[src/rtl/amigapci_tack_if.sv]
// amigapci_tack_if: 68040 cycle-termination bus between CPU/decoder side and the ack engine.
//   master: drives TSn, SIZ, SEL, per-region WS/BURST_EN/CACHE_INH/EXT_MODE and EXT_ACK;
//           observes TACK_OUTn, TEA_OUTn, TBIn, TCIn, ACK_OE, BUSY, ACTIVE_CH.
//   slave : the termination engine, the mirror image of master.
interface amigapci_tack_if #(
  parameter int unsigned N_REG = 4,
  parameter int unsigned WS_W  = 4,
  parameter int unsigned CH_W  = 2
);
  logic                    TSn;
  logic [1:0]              SIZ;
  logic [N_REG-1:0]        SEL;
  logic [N_REG*WS_W-1:0]   WS;
  logic [N_REG-1:0]        BURST_EN;
  logic [N_REG-1:0]        CACHE_INH;
  logic [N_REG-1:0]        EXT_MODE;
  logic [N_REG-1:0]        EXT_ACK;
  logic                    TACK_OUTn;
  logic                    TEA_OUTn;
  logic                    TBIn;
  logic                    TCIn;
  logic                    ACK_OE;
  logic                    BUSY;
  logic [CH_W-1:0]         ACTIVE_CH;

  modport master (
    output TSn, SIZ, SEL, WS, BURST_EN, CACHE_INH, EXT_MODE, EXT_ACK,
    input  TACK_OUTn, TEA_OUTn, TBIn, TCIn, ACK_OE, BUSY, ACTIVE_CH
  );

  modport slave (
    input  TSn, SIZ, SEL, WS, BURST_EN, CACHE_INH, EXT_MODE, EXT_ACK,
    output TACK_OUTn, TEA_OUTn, TBIn, TCIn, ACK_OE, BUSY, ACTIVE_CH
  );
endinterface

[src/rtl/amigapci_tack_engine.sv]
// amigapci_tack_engine: parametrised 68040 bus-cycle terminator for N decoded regions.
//   CLK40  : bus clock, rising edge
//   RESET  : asynchronous active-high reset
//   bus    : amigapci_tack_if.slave -- TSn/SIZ/SEL and per-region config in,
//            TACK_OUTn/TEA_OUTn/TBIn/TCIn/ACK_OE/BUSY/ACTIVE_CH out (all registered).
// A cycle is claimed when TSn is low with any SEL bit set while idle. Internal regions
// ack after their wait-state count; external regions wait for EXT_ACK or raise TEA on
// timeout. Line transfers to burst-capable regions get four beats.
module amigapci_tack_engine #(
  parameter int unsigned N_REG   = 4,
  parameter int unsigned WS_W    = 4,
  parameter int unsigned BEAT_WS = 1,
  parameter int unsigned TIMEOUT = 255,
  parameter int unsigned CH_W    = 2
) (
  input logic              CLK40,
  input logic              RESET,
  amigapci_tack_if.slave   bus
);

  localparam int unsigned CNT_W = (WS_W > 2) ? WS_W : 2;
  localparam int unsigned TMR_W = 8;

  typedef enum logic [2:0] {
    S_IDLE   = 3'd0,
    S_WAIT   = 3'd1,
    S_ACK    = 3'd2,
    S_NEGATE = 3'd3,
    S_ERR    = 3'd4
  } state_t;

  state_t            state_q, state_d;
  logic [CNT_W-1:0]  cnt_q, cnt_d;
  logic [TMR_W-1:0]  tmr_q, tmr_d;
  logic [1:0]        beat_q, beat_d;
  logic [CH_W-1:0]   ch_q, ch_d;
  logic              line_q, line_d;
  logic              burst_q, burst_d;
  logic              inh_q, inh_d;
  logic              ext_q, ext_d;
  logic              tack_q, tack_d;
  logic              tea_q, tea_d;
  logic              tbi_q, tbi_d;
  logic              tci_q, tci_d;
  logic              oe_q, oe_d;
  logic              busy_q, busy_d;

  logic [CH_W-1:0]   sel_ch;
  logic [WS_W-1:0]   sel_ws;
  logic              sel_burst, sel_inh, sel_ext;
  logic              ext_ack_ch;

  // Lowest set SEL bit wins; gather that region's configuration.
  always_comb begin
    sel_ch    = '0;
    sel_ws    = '0;
    sel_burst = 1'b0;
    sel_inh   = 1'b0;
    sel_ext   = 1'b0;
    for (int i = int'(N_REG) - 1; i >= 0; i--) begin
      if (bus.SEL[i]) begin
        sel_ch    = CH_W'(i);
        sel_ws    = bus.WS[i*WS_W +: WS_W];
        sel_burst = bus.BURST_EN[i];
        sel_inh   = bus.CACHE_INH[i];
        sel_ext   = bus.EXT_MODE[i];
      end
    end
  end

  // Only the owning region's EXT_ACK is honoured.
  always_comb begin
    ext_ack_ch = 1'b0;
    for (int i = 0; i < int'(N_REG); i++) begin
      if (ch_q == CH_W'(i)) ext_ack_ch = bus.EXT_ACK[i];
    end
  end

  // Next-state and registered-output decode.
  always_comb begin
    state_d = state_q;
    cnt_d   = cnt_q;
    tmr_d   = tmr_q;
    beat_d  = beat_q;
    ch_d    = ch_q;
    line_d  = line_q;
    burst_d = burst_q;
    inh_d   = inh_q;
    ext_d   = ext_q;

    case (state_q)
      S_IDLE: begin
        if (!bus.TSn && (|bus.SEL)) begin
          ch_d    = sel_ch;
          line_d  = (bus.SIZ == 2'b11);
          burst_d = sel_burst;
          inh_d   = sel_inh;
          ext_d   = sel_ext;
          beat_d  = '0;
          if (sel_ext) begin
            state_d = S_WAIT;
            tmr_d   = TMR_W'(TIMEOUT);
          end else if (sel_ws == '0) begin
            state_d = S_ACK;
          end else begin
            state_d = S_WAIT;
            cnt_d   = CNT_W'(sel_ws);
          end
        end
      end
      S_WAIT: begin
        if (ext_q) begin
          // A slave ack on the expiry edge still wins over the timeout.
          if (ext_ack_ch) begin
            state_d = S_ACK;
          end else if (tmr_q <= TMR_W'(1)) begin
            state_d = S_ERR;
          end else begin
            tmr_d = tmr_q - TMR_W'(1);
          end
        end else begin
          if (cnt_q <= CNT_W'(1)) begin
            state_d = S_ACK;
          end else begin
            cnt_d = cnt_q - CNT_W'(1);
          end
        end
      end
      S_ACK: begin
        if (line_q && burst_q && (beat_q != 2'd3)) begin
          beat_d = beat_q + 2'd1;
          if (ext_q) begin
            state_d = S_WAIT;
            tmr_d   = TMR_W'(TIMEOUT);
          end else if (BEAT_WS == 0) begin
            state_d = S_ACK;
          end else begin
            state_d = S_WAIT;
            cnt_d   = CNT_W'(BEAT_WS);
          end
        end else begin
          beat_d  = '0;
          state_d = S_NEGATE;
        end
      end
      S_ERR: begin
        beat_d  = '0;
        state_d = S_NEGATE;
      end
      S_NEGATE: state_d = S_IDLE;
      default:  state_d = S_IDLE;
    endcase

    // Outputs follow the state being entered so they are valid for that whole cycle.
    tack_d = (state_d != S_ACK);
    tea_d  = (state_d != S_ERR);
    tbi_d  = !((state_d == S_ACK) && line_d && !burst_d);
    tci_d  = !((state_d == S_ACK) && inh_d);
    oe_d   = (state_d != S_IDLE);
    busy_d = (state_d != S_IDLE);
  end

  // State, context and output registers.
  always_ff @(posedge CLK40 or posedge RESET) begin
    if (RESET) begin
      state_q <= S_IDLE;
      cnt_q   <= '0;
      tmr_q   <= '0;
      beat_q  <= '0;
      ch_q    <= '0;
      line_q  <= 1'b0;
      burst_q <= 1'b0;
      inh_q   <= 1'b0;
      ext_q   <= 1'b0;
      tack_q  <= 1'b1;
      tea_q   <= 1'b1;
      tbi_q   <= 1'b1;
      tci_q   <= 1'b1;
      oe_q    <= 1'b0;
      busy_q  <= 1'b0;
    end else begin
      state_q <= state_d;
      cnt_q   <= cnt_d;
      tmr_q   <= tmr_d;
      beat_q  <= beat_d;
      ch_q    <= ch_d;
      line_q  <= line_d;
      burst_q <= burst_d;
      inh_q   <= inh_d;
      ext_q   <= ext_d;
      tack_q  <= tack_d;
      tea_q   <= tea_d;
      tbi_q   <= tbi_d;
      tci_q   <= tci_d;
      oe_q    <= oe_d;
      busy_q  <= busy_d;
    end
  end

  assign bus.TACK_OUTn = tack_q;
  assign bus.TEA_OUTn  = tea_q;
  assign bus.TBIn      = tbi_q;
  assign bus.TCIn      = tci_q;
  assign bus.ACK_OE    = oe_q;
  assign bus.BUSY      = busy_q;
  assign bus.ACTIVE_CH = ch_q;

endmodule
[src/flat_wrapper.sv]
// flat-port wrapper written by rule: the top's interface ports become plain ports
module amigapci_tack_engine_flat 
#(
  parameter int unsigned N_REG   = 4,
  parameter int unsigned WS_W    = 4,
  parameter int unsigned BEAT_WS = 1,
  parameter int unsigned TIMEOUT = 255,
  parameter int unsigned CH_W    = 2
)
  (CLK40, RESET, bus_TSn, bus_SIZ, bus_SEL, bus_WS, bus_BURST_EN, bus_CACHE_INH, bus_EXT_MODE, bus_EXT_ACK, bus_TACK_OUTn, bus_TEA_OUTn, bus_TBIn, bus_TCIn, bus_ACK_OE, bus_BUSY, bus_ACTIVE_CH);
  amigapci_tack_if #(.N_REG(N_REG), .WS_W(WS_W), .CH_W(CH_W)) bus_i ();
  input logic CLK40;
  input logic RESET;
  input wire logic [$bits(bus_i.TSn)-1:0] bus_TSn;
  input wire logic [$bits(bus_i.SIZ)-1:0] bus_SIZ;
  input wire logic [$bits(bus_i.SEL)-1:0] bus_SEL;
  input wire logic [$bits(bus_i.WS)-1:0] bus_WS;
  input wire logic [$bits(bus_i.BURST_EN)-1:0] bus_BURST_EN;
  input wire logic [$bits(bus_i.CACHE_INH)-1:0] bus_CACHE_INH;
  input wire logic [$bits(bus_i.EXT_MODE)-1:0] bus_EXT_MODE;
  input wire logic [$bits(bus_i.EXT_ACK)-1:0] bus_EXT_ACK;
  output wire logic [$bits(bus_i.TACK_OUTn)-1:0] bus_TACK_OUTn;
  output wire logic [$bits(bus_i.TEA_OUTn)-1:0] bus_TEA_OUTn;
  output wire logic [$bits(bus_i.TBIn)-1:0] bus_TBIn;
  output wire logic [$bits(bus_i.TCIn)-1:0] bus_TCIn;
  output wire logic [$bits(bus_i.ACK_OE)-1:0] bus_ACK_OE;
  output wire logic [$bits(bus_i.BUSY)-1:0] bus_BUSY;
  output wire logic [$bits(bus_i.ACTIVE_CH)-1:0] bus_ACTIVE_CH;
  assign bus_i.TSn = bus_TSn;
  assign bus_i.SIZ = bus_SIZ;
  assign bus_i.SEL = bus_SEL;
  assign bus_i.WS = bus_WS;
  assign bus_i.BURST_EN = bus_BURST_EN;
  assign bus_i.CACHE_INH = bus_CACHE_INH;
  assign bus_i.EXT_MODE = bus_EXT_MODE;
  assign bus_i.EXT_ACK = bus_EXT_ACK;
  assign bus_TACK_OUTn = bus_i.TACK_OUTn;
  assign bus_TEA_OUTn = bus_i.TEA_OUTn;
  assign bus_TBIn = bus_i.TBIn;
  assign bus_TCIn = bus_i.TCIn;
  assign bus_ACK_OE = bus_i.ACK_OE;
  assign bus_BUSY = bus_i.BUSY;
  assign bus_ACTIVE_CH = bus_i.ACTIVE_CH;
  amigapci_tack_engine #(.N_REG(N_REG), .WS_W(WS_W), .BEAT_WS(BEAT_WS), .TIMEOUT(TIMEOUT), .CH_W(CH_W)) u_core (.CLK40(CLK40), .RESET(RESET), .bus(bus_i));
endmodule
[config.mk]
export PLATFORM = sky130hd
export DESIGN_NAME = amigapci_tack_engine_flat
export DESIGN_NICKNAME = d
export VERILOG_FILES = /design/src/rtl/amigapci_tack_if.sv /design/src/rtl/amigapci_tack_engine.sv /design/src/flat_wrapper.sv
export SDC_FILE = /design/constraint.sdc
export NUM_CORES = 1
export LEC_CHECK = 0
export ABC_AREA = 1
export BUFFER_PORTS_ARGS = -buffer_cell sky130_fd_sc_hd__buf_2
export CORE_MARGIN = 2
export CORE_UTILIZATION = 40
export CTS_BUF_LIST = sky130_fd_sc_hd__clkbuf_4 sky130_fd_sc_hd__clkbuf_8
export DETAILED_ROUTE_END_ITERATION = 6
export GPL_TIMING_DRIVEN = 0
export PLACE_DENSITY = 0.62
export REMOVE_ABC_BUFFERS = 1
export SLEW_MARGIN = 20
export SYNTH_ARGS = -nofsm -noshare
export SYNTH_HDL_FRONTEND = slang
export SYNTH_SLANG_ARGS = --single-unit
[constraint.sdc]
create_clock -name CLK40 -period 1.85 [get_ports CLK40]
set_input_delay 0.0925 -clock CLK40 [delete_from_list [all_inputs] [get_ports CLK40]]
set_output_delay 0.0925 -clock CLK40 [all_outputs]
set_load 0.02 [all_outputs]
==> out/qor.csv <==
stage,metric,value,unit
outcome,status,"finished, final reports clean",
power,Power Density,1611,nW/um^2
floorplan,core area,4692,sq um
critical_path,CP required,2.03,ns
critical_path,worst r2r src,u_core.state_q[1],
clock_network,TritonCTS Buffers,3,
clock_network,htree depth,1,
critical_path,worst-path fanout max,8,
sta,Final Setup Violations,0,
synth,Most used DFF post-synth,dfrtp_1,
placement,port buffer count,48,
routing,number of remaining DRC errors,0,
synth,Post-synth ARST share,100.0,%
synth,Mapped Area,1944,sq um
global_routing,first-pass GRT wire length,7.251,mm
hold_path,worst hold path class,input pin to flop,
global_routing,pin count of the biggest net entering global routing,29,
clock_network,CTS sink count,28,
synth,Post-Syn Instances,273,
routing,"antenna viol nets, final",0,
power,P_leak,1.231,nW
sta,worst-margin pin slew,0.5925,ns
layout,diodes inserted,0,
clock_network,worst skew pair latency,0.28,ns
routing,detailed-route vias per instance,4.884,
floorplan,Rows,25,
routing,DR iter-0 viols,90,
placement,Cells after DPL,369,
floorplan,Starting Density,41.44,%
critical_path,crit path kind,flop to flop,
clock_network,"Reg clk slew, reported paths",0.09,ns
synth,"Seq/Total Area, Yosys",36.29,%
layout,# nets final,372,
routing,detailed-router iteration count before antenna repair,4,
global_routing,gr usage total,16.92,%
floorplan,die area,5435,sq um
critical_path,Reg-to-Reg End,u_core.tmr_q[6],
layout,Syn-to-layout area delta,21.69,%
placement,RD Place Congestion,0.9325,
sta,RSZ-0062 raised after global routing,yes,
clock_network,CTS tree,yes,
sta,Tmin final,1.716,ns
floorplan,I/O pin count,49,
global_routing,vias in the first global route,1720,
layout,share of cells above drive strength 1,31.38,%
synth,Yosys warning count,0,
floorplan,Die Width,73.72,um
floorplan,Die Ht,73.72,um
power,VDD IR max,0.0006080,V
clock_network,CTS root buf,clkbuf_8,
sta,period utilization,92.74,%
synth,"EDFF count, synth",0,
critical_path,Reg2Reg Setup Slack,0.13,ns
sta,Slew Limit Fails,0,
synth,Yosys reg bits,28,
placement,Post-DP HPWL,3.318,mm
hold_path,worst hold path stage count,3,
sta,worst hold slack,0.1150,ns
critical_path,Crit. End Element,flop,
layout,Post-Layout Cell Count,379,
sta,Final Skew,0.007142,ns
hold_path,WHS Endpoint,u_core.bus.ACTIVE_CH[1],
sta,relative slew slack,60.44,%
hold_path,worst hold start,bus_TSn,
critical_path,Worst R2R Path Depth,9,
flow_run,max-cap viol count,0,
routing,via count,1851,
clock_network,CTS Buffer Depth,2,
critical_path,Critical Path Source Type,flop,
sta,max frequency,582.8,MHz
critical_path,crit path DAT,1.90,ns
global_routing,"Remaining Overflow, GRT",0,
sta,Final Hold Viols,0,
routing,Avg WL per Cell,11.52,um
layout,Fillers,468,
routing,final wirelength,4.366,mm
synth,Avg Inst Size Synth,7.122,sq um
synth,Netlist cell types,35,
global_routing,antenna violations before repair,0,
[synthesized netlist by cell type (3+ instances only)]
master / number / share of area, %
nor3_1: 4 / 1.0
dfrtp_1: 24 / 31
nor2_1: 32 / 6.2
inv_1: 27 / 5.2
nand2_1: 80 / 15
inv_2: 7 / 1.4
nor2_2: 3 / 0.97
o21ai_2: 10 / 4.5
dfstp_2: 4 / 5.4
o21ai_1: 6 / 1.5
a21oi_1: 14 / 3.6
ha_1: 5 / 3.2
xnor2_1: 3 / 1.4
o21ai_0: 7 / 1.8
xor2_1: 3 / 1.4
nand2_2: 5 / 1.6
o22ai_1: 3 / 0.97
nand3_1: 12 / 3.1
[kinds of logic after synthesis]
| family | Yosys count | share of synthesized area (%) |
|---|---|---|
| XOR/XNOR | 6 | 2.703 |
| flip-flops | 28 | 36.29 |
| buffers and inverters | 42 | 9.459 |
| AO/OA/AOI/OAI | 48 | 16.22 |
| adder cells (fa/ha/maj) | 5 | 3.218 |
| AND/OR/NAND/NOR | 144 | 32.11 |
[stage by stage]
stage | setup TNS, ns | setup WS [ns] | instance area (sq um) | total power, mW | util (%)
after floorplan | 0 | 0.2029 | 1901 | 2.698 | -
after global routing | -0.01693 | -0.01693 | 2366 | 4.195 | 50.43
after global placement | -0.1636 | -0.02756 | 2208 | 3.118 | 47.07
final | 0 | 0.1342 | 2366 | 3.811 | 50.43
after CTS | 0 | 0.06261 | 2283 | 3.612 | 48.67
after detailed placement | -0.2242 | -0.05331 | 2208 | 3.143 | 47.07
[repair_timing]
item / in CTS / in global routing
pin swaps: 1 / 3
buffers inserted: 1 / 3
hold buffers: 0 / 1
setup endpoints to repair: 9 / 16
resized for setup: 1 / 8
hold endpoints to repair: 0 / 24
gates cloned: 0 / 1
[state kept, by name (all words and copies together), names as in the netlist, 2 cells and up]
name / cells
u_core.beat_q: 2
u_core.bus.ACTIVE_CH: 2
u_core.state_q: 3
u_core.cnt_q: 4
u_core.tmr_q: 8
[layout by cell type, fill, tap and decap left out, types with 2 or more instances in the layout]
| cell type | n |
|---|---|
| a21oi_1 | 12 |
| a21oi_2 | 2 |
| a31oi_1 | 2 |
| buf_2 | 48 |
| buf_4 | 3 |
| clkbuf_8 | 3 |
| dfrtp_1 | 24 |
| dfstp_2 | 4 |
| ha_1 | 4 |
| inv_1 | 25 |
| inv_2 | 9 |
| nand2_1 | 80 |
| nand2_2 | 5 |
| nand2_4 | 2 |
| nand3_1 | 12 |
| nand4_1 | 2 |
| nor2_1 | 31 |
| nor2_2 | 4 |
| nor2_4 | 2 |
| nor3_1 | 2 |
| nor3_2 | 2 |
| o21ai_0 | 7 |
| o21ai_1 | 6 |
| o21ai_2 | 10 |
| o22ai_1 | 3 |
| xnor2_1 | 3 |
| xor2_1 | 3 |
[report_power, final]
| group | internal, mW | switching, mW |
|---|---|---|
| combinational | 0.943 | 1.40 |
| clock | 0.169 | 0.188 |
| sequential | 0.888 | 0.221 |
[worst max-delay path, stage by stage (launching register included)]
cell and delay (ns):
dfrtp_1 0.44, nor2_1 0.20, inv_2 0.09, nor2_2 0.22, o21ai_2 0.12, nor2_2 0.16, o211ai_4 0.11, clkbuf_16 0.18
nand2_2 0.06, o21ai_2 0.04
[routing by layer]
| metal | up-vias | global-route usage, % | wire length (um) |
|---|---|---|---|
| met5 | - | 0 | 0 |
| met4 | 0 | 6.061 | 66 |
| met3 | 5 | 1.783 | 220 |
| met2 | 48 | 27.68 | 2003 |
| met1 | 817 | 23.05 | 2074 |
| li1 | 981 | - | - |
[final cells by class]
cell class	count	area (sq um)	share of cell area, %
Multi-Input combinational cell	203	1084	45.80
Tap cell	54	67.56	2.856
Timing Repair Buffer	54	317.8	13.43
Inverter	36	142.6	6.029
Sequential cell	28	705.7	29.83
Clock buffer	4	48.80	2.062
[how the worst max path moves through the flow]
| stage | startpoint | endpoint | slack [ns] | cells after the start |
|---|---|---|---|---|
| after detailed placement | u_core.tmr_q[0] | u_core.tmr_q[2] | -0.05 | 8 |
| after CTS | u_core.cnt_q[0] | u_core.bus.ACK_OE | 0.06 | 9 |
| final | u_core.state_q[1] | u_core.tmr_q[6] | 0.13 | 9 |
| after global routing | u_core.cnt_q[0] | u_core.bus.ACK_OE | -0.02 | 9 |
| after floorplan | u_core.tmr_q[0] | u_core.tmr_q[0] | 0.20 | 8 |
| after global placement | u_core.tmr_q[0] | u_core.tmr_q[0] | -0.03 | 8 |
Power figures use the tool's default switching activity.
